**src/rtl/jstepper_pkg.sv**
```systemverilog
// jstepper_pkg: shared definitions for the jstepper step sequencer.
// Holds the one-hot phase encodings, the maximum supported depth and the
// small gate-level helper functions (jand / jor / jorn) used by the strobe
// and last-step decode, so the decode reads like the gate library it replaces.
package jstepper_pkg;

   // Largest legal number of steps per sequence.
   localparam int JSTEPPER_NMAX = 16;

   // Four-phase ring, one-hot encoded.
   typedef enum logic [3:0] {
      JPH_P0 = 4'b0001,
      JPH_P1 = 4'b0010,
      JPH_P2 = 4'b0100,
      JPH_P3 = 4'b1000
   } jphase_t;

   // Two-input AND gate.
   function automatic logic jand(input logic a, input logic b);
      return a & b;
   endfunction

   // Two-input OR gate.
   function automatic logic jor(input logic a, input logic b);
      return a | b;
   endfunction

   // Wide OR gate over up to JSTEPPER_NMAX inputs; unused inputs tied low.
   function automatic logic jorn(input logic [JSTEPPER_NMAX-1:0] v);
      return |v;
   endfunction

endpackage

```
**src/rtl/jstepper_phase4.sv**
```systemverilog
// jphase4: four-phase ring for the step sequencer.
// The phase advances P0 -> P1 -> P2 -> P3 -> P0 every clock. While whold is
// high in P0 the ring parks in P0; a hold seen in P1..P3 is ignored so that a
// started step always completes. The strobes and the end-of-step flag are
// decoded from the upcoming phase and registered, so every output comes
// straight from a flop and the strobes line up with the phase register.
module jphase4
   import jstepper_pkg::*;
(
   input  logic wclk,
   input  logic wreset,
   input  logic whold,
   output logic wp3,
   output logic wclk_e,
   output logic wclk_s
);

   jphase_t phase;
   jphase_t phase_next;
   logic    e_next;
   logic    s_next;
   logic    p3_next;

   // State register: phase plus registered strobes, synchronous reset to P0.
   always_ff @(posedge wclk) begin
      if (wreset) begin
         phase  <= JPH_P0;
         wclk_e <= 1'b0;
         wclk_s <= 1'b0;
         wp3    <= 1'b0;
      end else begin
         phase  <= phase_next;
         wclk_e <= e_next;
         wclk_s <= s_next;
         wp3    <= p3_next;
      end
   end

   // Next-phase logic: hold only in P0, any illegal code recovers to P0.
   always_comb begin
      phase_next = JPH_P0;
      case (phase)
         JPH_P0: begin
            if (whold) begin
               phase_next = JPH_P0;
            end else begin
               phase_next = JPH_P1;
            end
         end
         JPH_P1:  phase_next = JPH_P2;
         JPH_P2:  phase_next = JPH_P3;
         JPH_P3:  phase_next = JPH_P0;
         default: phase_next = JPH_P0;
      endcase
   end

   // Strobe decode of the upcoming phase; wclk_s is gated by wclk_e so it
   // can never appear outside the enable window.
   always_comb begin
      e_next  = jorn({13'b0, phase_next[3], phase_next[2], phase_next[1]});
      s_next  = jand(phase_next[2], e_next);
      p3_next = jand(phase_next[3], 1'b1);
   end

endmodule

```
**src/rtl/jstepper.sv**
```systemverilog
// jstepper: parametrised clocked step sequencer.
// Divides wclk into 4-phase steps and drives the one-hot step lines, the
// enable/set strobes and the last-step flag. The phase ring lives in jphase4;
// this module holds the step index, the wrap and restart selection and wlast.
// Optional feature macro: JSTEPPER_RESTART_EN adds the wrestart port, which
// ends the current sequence after the current step when seen in P3.
module jstepper
   import jstepper_pkg::*;
#(
   parameter int N = 6
) (
   input  logic         wclk,
   input  logic         wreset,
   input  logic         whalt,
`ifdef JSTEPPER_RESTART_EN
   input  logic         wrestart,
`endif
   output logic [N-1:0] wsteps,
   output logic         wclk_e,
   output logic         wclk_s,
   output logic         wlast
);

   localparam int IW = (N > 2) ? $clog2(N) : 1;

   logic [IW-1:0] step;
   logic [IW-1:0] step_next;
   logic [N-1:0]  steps_next;
   logic          wlast_next;
   logic          at_wrap;
   logic          wp3;

   // Phase ring and strobes; whalt only takes effect while parked in P0.
   jphase4 u_phase (
      .wclk   (wclk),
      .wreset (wreset),
      .whold  (whalt),
      .wp3    (wp3),
      .wclk_e (wclk_e),
      .wclk_s (wclk_s)
   );

   // Step selection: move on only at the P3 -> P0 boundary.
   always_comb begin
      step_next = step;
      at_wrap   = (step == IW'(N - 1));
      if (wp3) begin
`ifdef JSTEPPER_RESTART_EN
         if (jor(wrestart, at_wrap)) begin
            step_next = {IW{1'b0}};
         end else begin
            step_next = step + IW'(1);
         end
`else
         if (at_wrap) begin
            step_next = {IW{1'b0}};
         end else begin
            step_next = step + IW'(1);
         end
`endif
      end else begin
         step_next = step;
      end
   end

   // One-hot decode of the next step and the last-step flag derived from it.
   always_comb begin
      steps_next = {N{1'b0}};
      for (int i = 0; i < N; i++) begin
         if (step_next == IW'(i)) begin
            steps_next[i] = 1'b1;
         end else begin
            steps_next[i] = 1'b0;
         end
      end
      wlast_next = jand(steps_next[N-1], 1'b1);
   end

   // Step register and registered step outputs; reset returns to step 0.
   always_ff @(posedge wclk) begin
      if (wreset) begin
         step   <= {IW{1'b0}};
         wsteps <= {{(N-1){1'b0}}, 1'b1};
         wlast  <= 1'b0;
      end else begin
         step   <= step_next;
         wsteps <= steps_next;
         wlast  <= wlast_next;
      end
   end

endmodule

```
**config.mk**
```make
export PLATFORM = sky130hd
export DESIGN_NAME = jstepper
export DESIGN_NICKNAME = d
export VERILOG_FILES = /design/src/rtl/jstepper_pkg.sv /design/src/rtl/jstepper_phase4.sv /design/src/rtl/jstepper.sv
export SDC_FILE = /design/constraint.sdc
export NUM_CORES = 1
export LEC_CHECK = 0
export BUFFER_PORTS_ARGS = -buffer_cell sky130_fd_sc_hd__buf_2
export CELL_PAD_IN_SITES_DETAIL_PLACEMENT = 0
export CELL_PAD_IN_SITES_GLOBAL_PLACEMENT = 1
export CORE_AREA = 5 5 44 46
export DETAILED_ROUTE_END_ITERATION = 12
export DIE_AREA = 0 0 49 51
export HOLD_SLACK_MARGIN = 0.1
export PLACE_DENSITY_LB_ADDON = 0.1
export SYNTH_ARGS = -nofsm -noshare
export SYNTH_HDL_FRONTEND = slang
export SYNTH_SLANG_ARGS = --single-unit
```
**constraint.sdc**
```tcl
create_clock -name wclk -period 1.4 [get_ports wclk]
set_clock_uncertainty 0.2 [all_clocks]
set_input_delay 0.14 -clock wclk [delete_from_list [all_inputs] [get_ports wclk]]
set_output_delay 0.14 -clock wclk [all_outputs]
set_load 0.02 [all_outputs]
```
==> results.py, run 1 <==
metrics = {
    "grt": {
        "antenna_found_initial": 0,
        "grt_max_degree": 12,
        "grt_use_total": 0.08852,
        "grt_overflow": 0,
        "grt_pass1_wl_mm": 1.649,
        "grt_pass1_vias": 362,
    },
    "sta": {
        "finalCritPeriodShare": 0.9491,
        "min_period_ns": 1.329,
        "whs_ns": 0.3449,
        "finalHoldViolCount": 0,
        "max_slew_margin": 0.7852,
        "setup_viol": 0,
        "fin_setup_tns_ns": 0,
        "max_freq_mhz": 752.6,
        "slew_violations": 0,
        "worstMarginPinSlew_ns": 0.3216,
    },
    "routing": {
        "viasPerCell": 5.079,
        "drc": 0,
        "drt_iter0_markers": 8,
        "via_count": 386,
        "ant_nets": 0,
        "dr.pass1.iters": 2,
        "avgRoutedWirePerCell_um": 13.43,
        "routed_wl_mm": 1.021,
    },
    "logic_synthesis": {
        "syn-num-nets": 51,
        "async_flop_share": 0,
        "syn_area_sq_um": 526.8,
        "ys_warn_count": 0,
        "synthXorXnorAreaFrac": 0.01663,
        "synthAdderAreaFrac": 0,
        "synth_most_common_cell": "dfxtp_1",
        "synthFlopType": "dfxtp_1",
        "synth_cells": 48,
        "synth.yosys.seq_area_share": 0.5321,
        "synth-edff-count": 0,
        "synth-seq-cells": 14,
        "synth_cell_types": 26,
        "synthTopCellsByCount": "dfxtp_1 (14), a21oi_1 (3), buf_2 (3), nor2_1 (3)",
        "yosysTopAreaCellShare": 0.5321,
        "synth-simple-area-share": 0.2257,
        "synth.top_cells.by_area": "dfxtp_1 (53%), a21bo_2 (3.8%), and3b_1 (3.3%)",
        "synth_top_area_cell": "dfxtp_1",
        "synth_mux_area_frac": 0,
        "postSynthAreaPerCell_sq_um": 10.97,
        "synth_compound_area_frac": 0.1544,
        "synth_top_family_by_area": "simple AND/OR/NAND/NOR gates",
    },
    "layout": {
        "ff_latch_area_sq_um": 282.8,
        "multiInputGateArea_sq_um": 211.5,
        "layout-drive-gt1-share": 0.3500,
        "diodes": 0,
        "nets": 65,
        "syn_to_final_growth_pct": 19.00,
        "fin_area_sq_um": 626.9,
        "fill_cells": 148,
    },
    "clock_network": {
        "cts_tree": "yes",
        "clk_latency_ns": 0.28,
        "clockRootBuffer": "clkbuf_4",
        "numCtsBuffers": 3,
        "post_cts_buffers": 0,
        "clock_sinks": 14,
        "clk_path_buf_depth": 2,
        "clk_pin_slew_ns": 0.08,
        "cts_htree_levels": 1,
    },
    "min_path": {
        "hold_path_class": "flip-flop to flip-flop",
    },
    "floorplanning": {
        "fp-row-count": 14,
        "ios": 12,
        "dieArea_sq_mm": 0.002499,
        "start_util": 0.3580,
        "die_h_um": 51,
        "dieWidth_um": 49,
        "core_area_sq_mm": 0.001471,
    },
    "power": {
        "ir_worst_vdd_mv": 0.5699,
        "swShare": 0.2243,
        "seq_power_share": 0.613,
        "pwr-share-comb": 0.052,
        "intPower_uw": 522.3,
        "p_clk_frac": 0.335,
        "switchingPower_uw": 151.0,
        "power_density_mw_per_mm2": 1074,
        "p_leak_uw": 0.0002609,
    },
    "worst_setup_path": {
        "critPathRequiredTime_ns": 1.41,
        "path_class": "flip-flop to flip-flop",
        "start_kind": "flip-flop",
        "critical_path.max_fanout": 11,
        "end_kind": "flip-flop",
        "worstPathArrival_ns": 1.34,
    },
    "run": {
        "max-cap-violations": 0,
    },
    "place": {
        "dpl_cell_area_sq_um": 579.3,
        "port_buffers": 11,
        "hpwl_um": 727.6,
        "gp_congestion": 0.6593,
    },
    "outcome": {
        "status": "complete, no violations",
    },
}
[layout by cell type (no fill, tap or decap)]
cell / Yosys / layout
a211oi_1: 1 / 1
a21bo_2: 2 / 2
a21oi_1: 3 / 3
a31oi_1: 1 / 1
and3_1: 1 / 1
and3b_1: 2 / 2
buf_2: 3 / 11
buf_4: 1 / 2
clkbuf_4: 0 / 3
dfxtp_1: 14 / 12
dfxtp_2: 0 / 2
dlygate4sd3_1: 0 / 2
nand3b_1: 1 / 1
nand4b_1: 1 / 1
nand4bb_1: 1 / 1
nor2_1: 3 / 2
nor2_2: 0 / 1
nor2b_1: 1 / 1
nor3b_1: 1 / 1
nor4_1: 1 / 1
nor4b_1: 2 / 2
o21ai_0: 1 / 1
o311a_1: 1 / 1
o311ai_0: 1 / 1
o41ai_1: 1 / 1
or3b_1: 1 / 1
or4b_1: 1 / 1
xnor2_1: 1 / 1
[critical path, stage by stage, from the launching register on]
cell	delay (ns)
dfxtp_2	0.38
or4b_1	0.51
a21oi_1	0.17
[layer usage]
layer	up-vias	global-route usage	routed length (um)
li1	201	-	-
met1	173	0.08881	483
met2	10	0.1413	459
met3	2	0.04360	61
met4	0	0.06726	15
met5	-	0	0
[sequential cells by signal, indices dropped and copies added, names as in the netlist]
signal / count
wsteps: 6
u_phase.wclk_e: 1
step: 3
u_phase.wp3: 1
u_phase.phase: 3
[cell type report]
| type | count | share of cell area |
|---|---|---|
| Sequential cell | 14 | 0.4511 |
| Multi-Input combinational cell | 28 | 0.3373 |
| Timing Repair Buffer | 15 | 0.1437 |
| Tap cell | 16 | 0.03194 |
| Clock buffer | 3 | 0.03593 |
[repair_timing]
item | 4_1_cts | 5_1_grt
hold endpoints to repair | 11 | 0
hold buffers | 2 | 0
resized for setup | 0 | 3
setup endpoints to repair | 0 | 3
[cell families (layout without fill, tap and decap cells)]
family,Yosys count,count (layout)
xor gates and xnor gates,1,1
DFF,14,14
and+or+nand+nor,16,16
AOI/OAI and AO/OA,11,11
buffers and inverters,6,18
[path summary, 6_finish.rpt]
check	startpoint	to	slack, ns	depth (start not counted)
max	u_phase.wp3	wsteps[4]	0.07	2
min	u_phase.phase[1]	u_phase.phase[2]	0.34	1
max reg2reg	u_phase.wp3	wsteps[4]	0.07	2
min reg2reg	u_phase.phase[1]	u_phase.phase[2]	0.34	1
[through the flow]
step | power [uW] | std cells | setup slack, ns | utilization
after floorplan | 441.5 | 48 | 0.09705 | -
after global placement | 448.7 | 71 | 0.09658 | 0.3937
after detailed placement | 453.0 | 71 | 0.04601 | 0.3937
after CTS | 680.5 | 76 | 0.01386 | 0.4226
after global routing | 701.3 | 76 | -0.001711 | 0.4260
final | 673.4 | 76 | 0.07129 | 0.4260
[power groups by stage]
stage	sequential (uW)	combinational [uW]	clock, uW
after floorplan	424	17.1	0
after global routing	414	39.4	248
after detailed placement	422	30.6	0
final	413	35.1	226
after global placement	421	28.1	0
after CTS	413	35.0	233
Note: power is estimated with default switching activity, not from simulation.
==> inputs of run 2 (changes only) <==
--- a/config.mk
+++ b/config.mk
@@ -5,12 +5,13 @@
 export SDC_FILE = /design/constraint.sdc
 export NUM_CORES = 1
 export LEC_CHECK = 0
+export ABC_AREA = 1
 export BUFFER_PORTS_ARGS = -buffer_cell sky130_fd_sc_hd__buf_2
 export CELL_PAD_IN_SITES_DETAIL_PLACEMENT = 0
 export CELL_PAD_IN_SITES_GLOBAL_PLACEMENT = 1
-export CORE_AREA = 5 5 44 46
+export CORE_AREA = 5 5 45 47
 export DETAILED_ROUTE_END_ITERATION = 12
-export DIE_AREA = 0 0 49 51
+export DIE_AREA = 0 0 50 52
 export HOLD_SLACK_MARGIN = 0.1
 export PLACE_DENSITY_LB_ADDON = 0.1
 export SYNTH_ARGS = -nofsm -noshare
==> results.py, run 2 <==
metrics = {
    "grt": {
        "grt_use_met2": 0.1088,
        "grt_pass1_wl_mm": 1.538,
        "grt_max_degree": 9,
        "busiest_layer": "met2",
        "grt_use_total": 0.07890,
        "antenna_found_initial": 0,
        "grt_pass1_vias": 356,
        "grt_use_met3": 0.03152,
        "globalRouteMet1Util": 0.09913,
        "grt_overflow": 0,
    },
    "sta": {
        "finalCritPeriodShare": 0.9297,
        "rsz0062_at_grt": "no",
        "max_freq_mhz": 768.3,
        "finalHoldViolCount": 0,
        "max_slew_margin": 0.8633,
        "slew_violations": 0,
        "whs_ns": 0.3525,
        "worstMarginPinSlew_ns": 0.2048,
        "fin_setup_tns_ns": 0,
        "min_period_ns": 1.302,
        "worst_slack_ns": 0.09846,
        "setup_viol": 0,
    },
    "layout": {
        "largest_reg_flops": 6,
        "top_register": "wsteps",
        "nets": 81,
        "fin_area_sq_um": 640.6,
        "diodes": 0,
        "layout-drive-gt1-share": 0.3247,
        "reg.largest.list": "wsteps (6), step (3), u_phase.phase (3)",
        "fill_cells": 183,
        "syn_to_final_growth_pct": 24.27,
        "layout_common_cells": "dfxtp_1 (14), inv_1 (11), buf_2 (11)",
        "layout_commonest_cell": "dfxtp_1",
    },
    "clock_network": {
        "clk_pin_slew_ns": 0.08,
        "clockRootBuffer": "clkbuf_4",
        "cts_tree": "yes",
        "clk_latency_ns": 0.27,
        "numCtsBuffers": 3,
        "clk_path_buf_depth": 2,
        "cts_htree_levels": 1,
        "clock_sinks": 14,
        "post_cts_resized": 0,
    },
    "floorplanning": {
        "dieArea_sq_mm": 0.002600,
        "ios": 12,
        "fp-row-count": 15,
        "start_util": 0.3194,
        "die_h_um": 52,
        "dieWidth_um": 50,
        "core_area_sq_mm": 0.001614,
    },
    "worst_setup_path": {
        "worstPathArrival_ns": 1.28,
        "critical_path.max_fanout": 7,
        "start_kind": "primary input",
        "critPathRequiredTime_ns": 1.37,
        "end_kind": "flip-flop",
        "rr_worst_depth": 4,
        "path_class": "primary input to flip-flop",
    },
    "logic_synthesis": {
        "postSynthAreaPerCell_sq_um": 8.451,
        "synthFlopType": "dfxtp_1",
        "synth_most_common_cell": "dfxtp_1",
        "synth_cells": 61,
        "synth.yosys.seq_area_share": 0.5437,
        "synth-edff-count": 0,
        "async_flop_share": 0,
        "yosysTopAreaCellShare": 0.5437,
        "synth_top_area_cell": "dfxtp_1",
        "synth-seq-cells": 14,
        "syn-num-nets": 64,
        "synthTopCellsByCount": "dfxtp_1 (14), inv_1 (11), nor2_1 (9)",
        "syn_area_sq_um": 515.5,
        "synth.top_cells.by_area": "dfxtp_1 (54%), inv_1 (8.0%), nor2_1 (6.6%)",
        "synth_cell_types": 13,
        "ys_warn_count": 0,
    },
    "power": {
        "p_clk_frac": 0.394,
        "p_leak_uw": 0.0003822,
        "intPower_uw": 574.9,
        "total_power_uw": 719.6,
        "ir_worst_vdd_mv": 0.5857,
        "power_density_mw_per_mm2": 1123,
        "pwr-share-comb": 0.039,
        "swShare": 0.2012,
        "seq_power_share": 0.567,
        "switchingPower_uw": 144.8,
    },
    "min_path": {
        "whs_path_depth": 2,
        "hold_path_class": "flip-flop to flip-flop",
    },
    "routing": {
        "drt_iter0_markers": 12,
        "via_count": 405,
        "ant_nets": 0,
        "avgRoutedWirePerCell_um": 9.309,
        "drc": 0,
        "viasPerCell": 4.309,
        "routed_wl_um": 875,
        "dr.pass1.iters": 4,
    },
    "place": {
        "port_buffers": 11,
        "pre_cts_slack_ns": 0.2739,
        "dpl_cell_area_sq_um": 584.3,
        "gp_congestion": 0.7203,
        "hpwl_um": 695.3,
    },
    "run": {
        "max-cap-violations": 0,
    },
    "outcome": {
        "status": "complete, no violations",
    },
}
-- run 2: power by group through the flow --
stage	sequential (uW)	clock (uW)	combinational, uW
after floorplan	421	0	12.0
after global placement	417	0	24.6
after detailed placement	418	0	24.3
after CTS	408	298	28.7
after global routing	409	326	32.8
final	408	284	27.9
-- run 2: logic make-up after synthesis --
kind of cell	share of synthesized area
AND/OR/NAND/NOR	0.3325
flip-flops	0.5437
AO/OA/AOI/OAI	0.01942
buffers and inverters	0.1044
-- run 2: layer usage --
layer / routed length (um) / vias up
met5: 0 / -
met4: 13 / 0
met3: 74 / 2
met2: 373 / 9
met1: 413 / 174
li1: - / 220
-- run 2: area by class of cell --
class	count	area [sq um]	share of cell area
Sequential cell	14	280.3	0.4375
Clock buffer	4	36.28	0.05664
Tap cell	17	21.27	0.03320
Multi-Input combinational cell	34	181.4	0.2832
Timing Repair Buffer	13	75.07	0.1172
Inverter	12	46.29	0.07227
-- run 2: worst paths after layout --
kind / startpoint / to / slack [ns]
worst min-delay path: u_phase.phase[1] / u_phase.phase[2] / 0.35
worst max-delay path: wreset / u_phase.phase[0] / 0.1
worst max register to register: u_phase.wp3 / wsteps[2] / 0.27
worst min register to register: u_phase.phase[1] / u_phase.phase[2] / 0.35
-- run 2: metrics by stage --
stage	std cells	utilization
2_1_floorplan	61	-
5_1_grt	94	0.3969
4_1_cts	94	0.3969
6_report	94	0.3969
3_5_place_dp	88	0.3620
3_3_place_gp	88	0.3620
-- run 2: repair_timing --
item | 4_1_cts | 5_1_grt
endpoints found under the hold margin | 8 | 0
setup buffers | 0 | 0
hold buffers | 2 | 0
-- run 2: worst max-delay path, stage by stage --
cell and delay [ns]:
dlygate4sd3_1 0.53, buf_2 0.12, inv_1 0.16, nand4_1 0.18
nand2_1 0.10, nor2_1 0.04
==> inputs of run 3 (changes only) <==
--- a/config.mk
+++ b/config.mk
@@ -6,7 +6,7 @@
 export NUM_CORES = 1
 export LEC_CHECK = 0
 export ABC_AREA = 1
-export BUFFER_PORTS_ARGS = -buffer_cell sky130_fd_sc_hd__buf_2
+export BUFFER_PORTS_ARGS = -buffer_cell sky130_fd_sc_hd__clkbuf_2
 export CELL_PAD_IN_SITES_DETAIL_PLACEMENT = 0
 export CELL_PAD_IN_SITES_GLOBAL_PLACEMENT = 1
 export CORE_AREA = 5 5 45 47
==> results.py, run 3 (synthesis results as in run 2) <==
metrics = {
    "sta": {
        "finalHoldViolCount": 0,
        "worstMarginPinSlew_ns": 0.2082,
        "min_period_ns": 1.289,
        "whs_ns": 0.3546,
        "finalCritPeriodShare": 0.9207,
        "slew_violations": 0,
        "max_slew_margin": 0.8610,
        "fin_setup_tns_ns": 0,
        "rsz0062_at_grt": "no",
        "max_freq_mhz": 775.8,
        "setup_viol": 0,
    },
    "worst_setup_path": {
        "critPathLaunch": "wreset",
        "cpMaxStageDelayCell": "dlygate4sd3_1",
        "critPathRequiredTime_ns": 1.39,
        "cp_top_family": "buffers and inverters",
        "worstPathArrival_ns": 1.28,
        "cp_num_buf_inv": 3,
        "crit_chain": "dlygate4sd3_1 > clkbuf_2 > inv_1 > nand4_1 > nand2_1 > nor2_1",
        "critical_path.max_fanout": 7,
        "cpPeakStageDelay_ns": 0.54,
        "start_kind": "primary input",
        "end_kind": "flip-flop",
        "path_class": "primary input to flip-flop",
        "r2r-start": "u_phase.wp3",
    },
    "clock_network": {
        "numCtsBuffers": 3,
        "clk_latency_ns": 0.29,
        "post_cts_buffers": 0,
        "clockRootBuffer": "clkbuf_4",
        "clk_path_buf_depth": 2,
        "clock_sinks": 14,
        "cts_tree": "yes",
        "clk_pin_slew_ns": 0.08,
        "cts_htree_levels": 1,
    },
    "min_path": {
        "hold_path_class": "flip-flop to flip-flop",
        "holdCritStartpoint": "u_phase.phase[1]",
    },
    "layout": {
        "layout-drive-gt1-share": 0.3247,
        "layout_common_cells": "dfxtp_1 (14), inv_1 (11), clkbuf_2 (11)",
        "utilization": 0.3969,
        "largest_reg_flops": 6,
        "diodes": 0,
        "reg.largest.list": "wsteps (6), step (3), u_phase.phase (3)",
        "syn_to_final_growth_pct": 24.27,
        "stdcell_count": 94,
        "layout_commonest_cell": "dfxtp_1",
        "nets": 81,
        "top_register": "wsteps",
    },
    "place": {
        "port_buffers": 11,
        "gp_congestion": 0.7102,
        "hpwl_um": 678,
        "dp.cells": 88,
    },
    "routing": {
        "avgRoutedWirePerCell_um": 9.500,
        "via_count": 418,
        "routed_wl_um": 893,
        "drt_iter0_markers": 4,
        "drc": 0,
        "viasPerCell": 4.447,
        "dr.pass1.iters": 2,
        "ant_nets": 0,
    },
    "run": {
        "max-cap-violations": 0,
    },
    "floorplanning": {
        "core_area_sq_mm": 0.001614,
        "start_util": 0.3194,
        "dieArea_sq_mm": 0.002600,
        "dieWidth_um": 50,
        "ios": 12,
        "die_h_um": 52,
        "fp-row-count": 15,
    },
    "grt": {
        "grt_pass1_wl_mm": 1.545,
        "grt_use_total": 0.08503,
        "grt_max_degree": 9,
        "grt_overflow": 0,
        "antenna_found_initial": 0,
        "grt_pass1_vias": 380,
    },
    "outcome": {
        "status": "complete, no violations",
    },
    "power": {
        "power_density_mw_per_mm2": 1141,
        "ir_worst_vdd_mv": 0.4025,
        "p_leak_uw": 0.0003768,
    },
}
-- run 3: final timing paths --
check	endpoint	cells past startpoint	slack [ns]
worst min-delay path	u_phase.phase[2]	2	0.35
worst min register to register	u_phase.phase[2]	2	0.35
worst max-delay path	u_phase.phase[0]	6	0.11
worst max register to register	wsteps[0]	4	0.26
-- run 3: where the power goes --
part / leakage, uW / internal, uW / switching [uW]
combinational: 0.000242 / 12.0 / 15.9
clock: 0.0000210 / 158 / 136
sequential: 0.000113 / 405 / 3.07
-- run 3: area by class of cell --
class	count	area [sq um]
flip-flops and latches	14	280.3
clock buffers	4	36.28
multi-input cells	34	181.4
inverters	12	46.29
repair buffers	13	75.07
fillers	186	973.4
well taps	17	21.27
-- run 3: through the flow --
step | total power, uW | setup WS (ns) | area, sq um
3_5_place_dp | 441.7 | 0.2628 | 584.3
6_report | 730.9 | 0.1110 | 640.6
2_1_floorplan | 432.6 | 0.3301 | 515.5
3_3_place_gp | 441.9 | 0.2684 | 584.3
5_1_grt | 772.9 | 0.03412 | 640.6
4_1_cts | 751.0 | 0.1154 | 640.6
-- run 3: routing by layer --
| layer | wire length, um | vias up | global-route usage |
|---|---|---|---|
| li1 | - | 220 | - |
| met1 | 395 | 181 | 0.1049 |
| met2 | 380 | 12 | 0.1004 |
| met3 | 68 | 5 | 0.02865 |
| met4 | 48 | 0 | 0.1048 |
| met5 | 0 | - | 0 |
-- run 3: worst min-delay path, stage by stage, from the launching register on --
cell and delay, ns:
dfxtp_1 0.33, nand4_1 0.14, inv_1 0.05
-- run 3: what timing repair did --
item | CTS | global route
resized for setup | 0 | 0
hold buffers | 2 | 0
endpoints found under the hold margin | 12 | 0
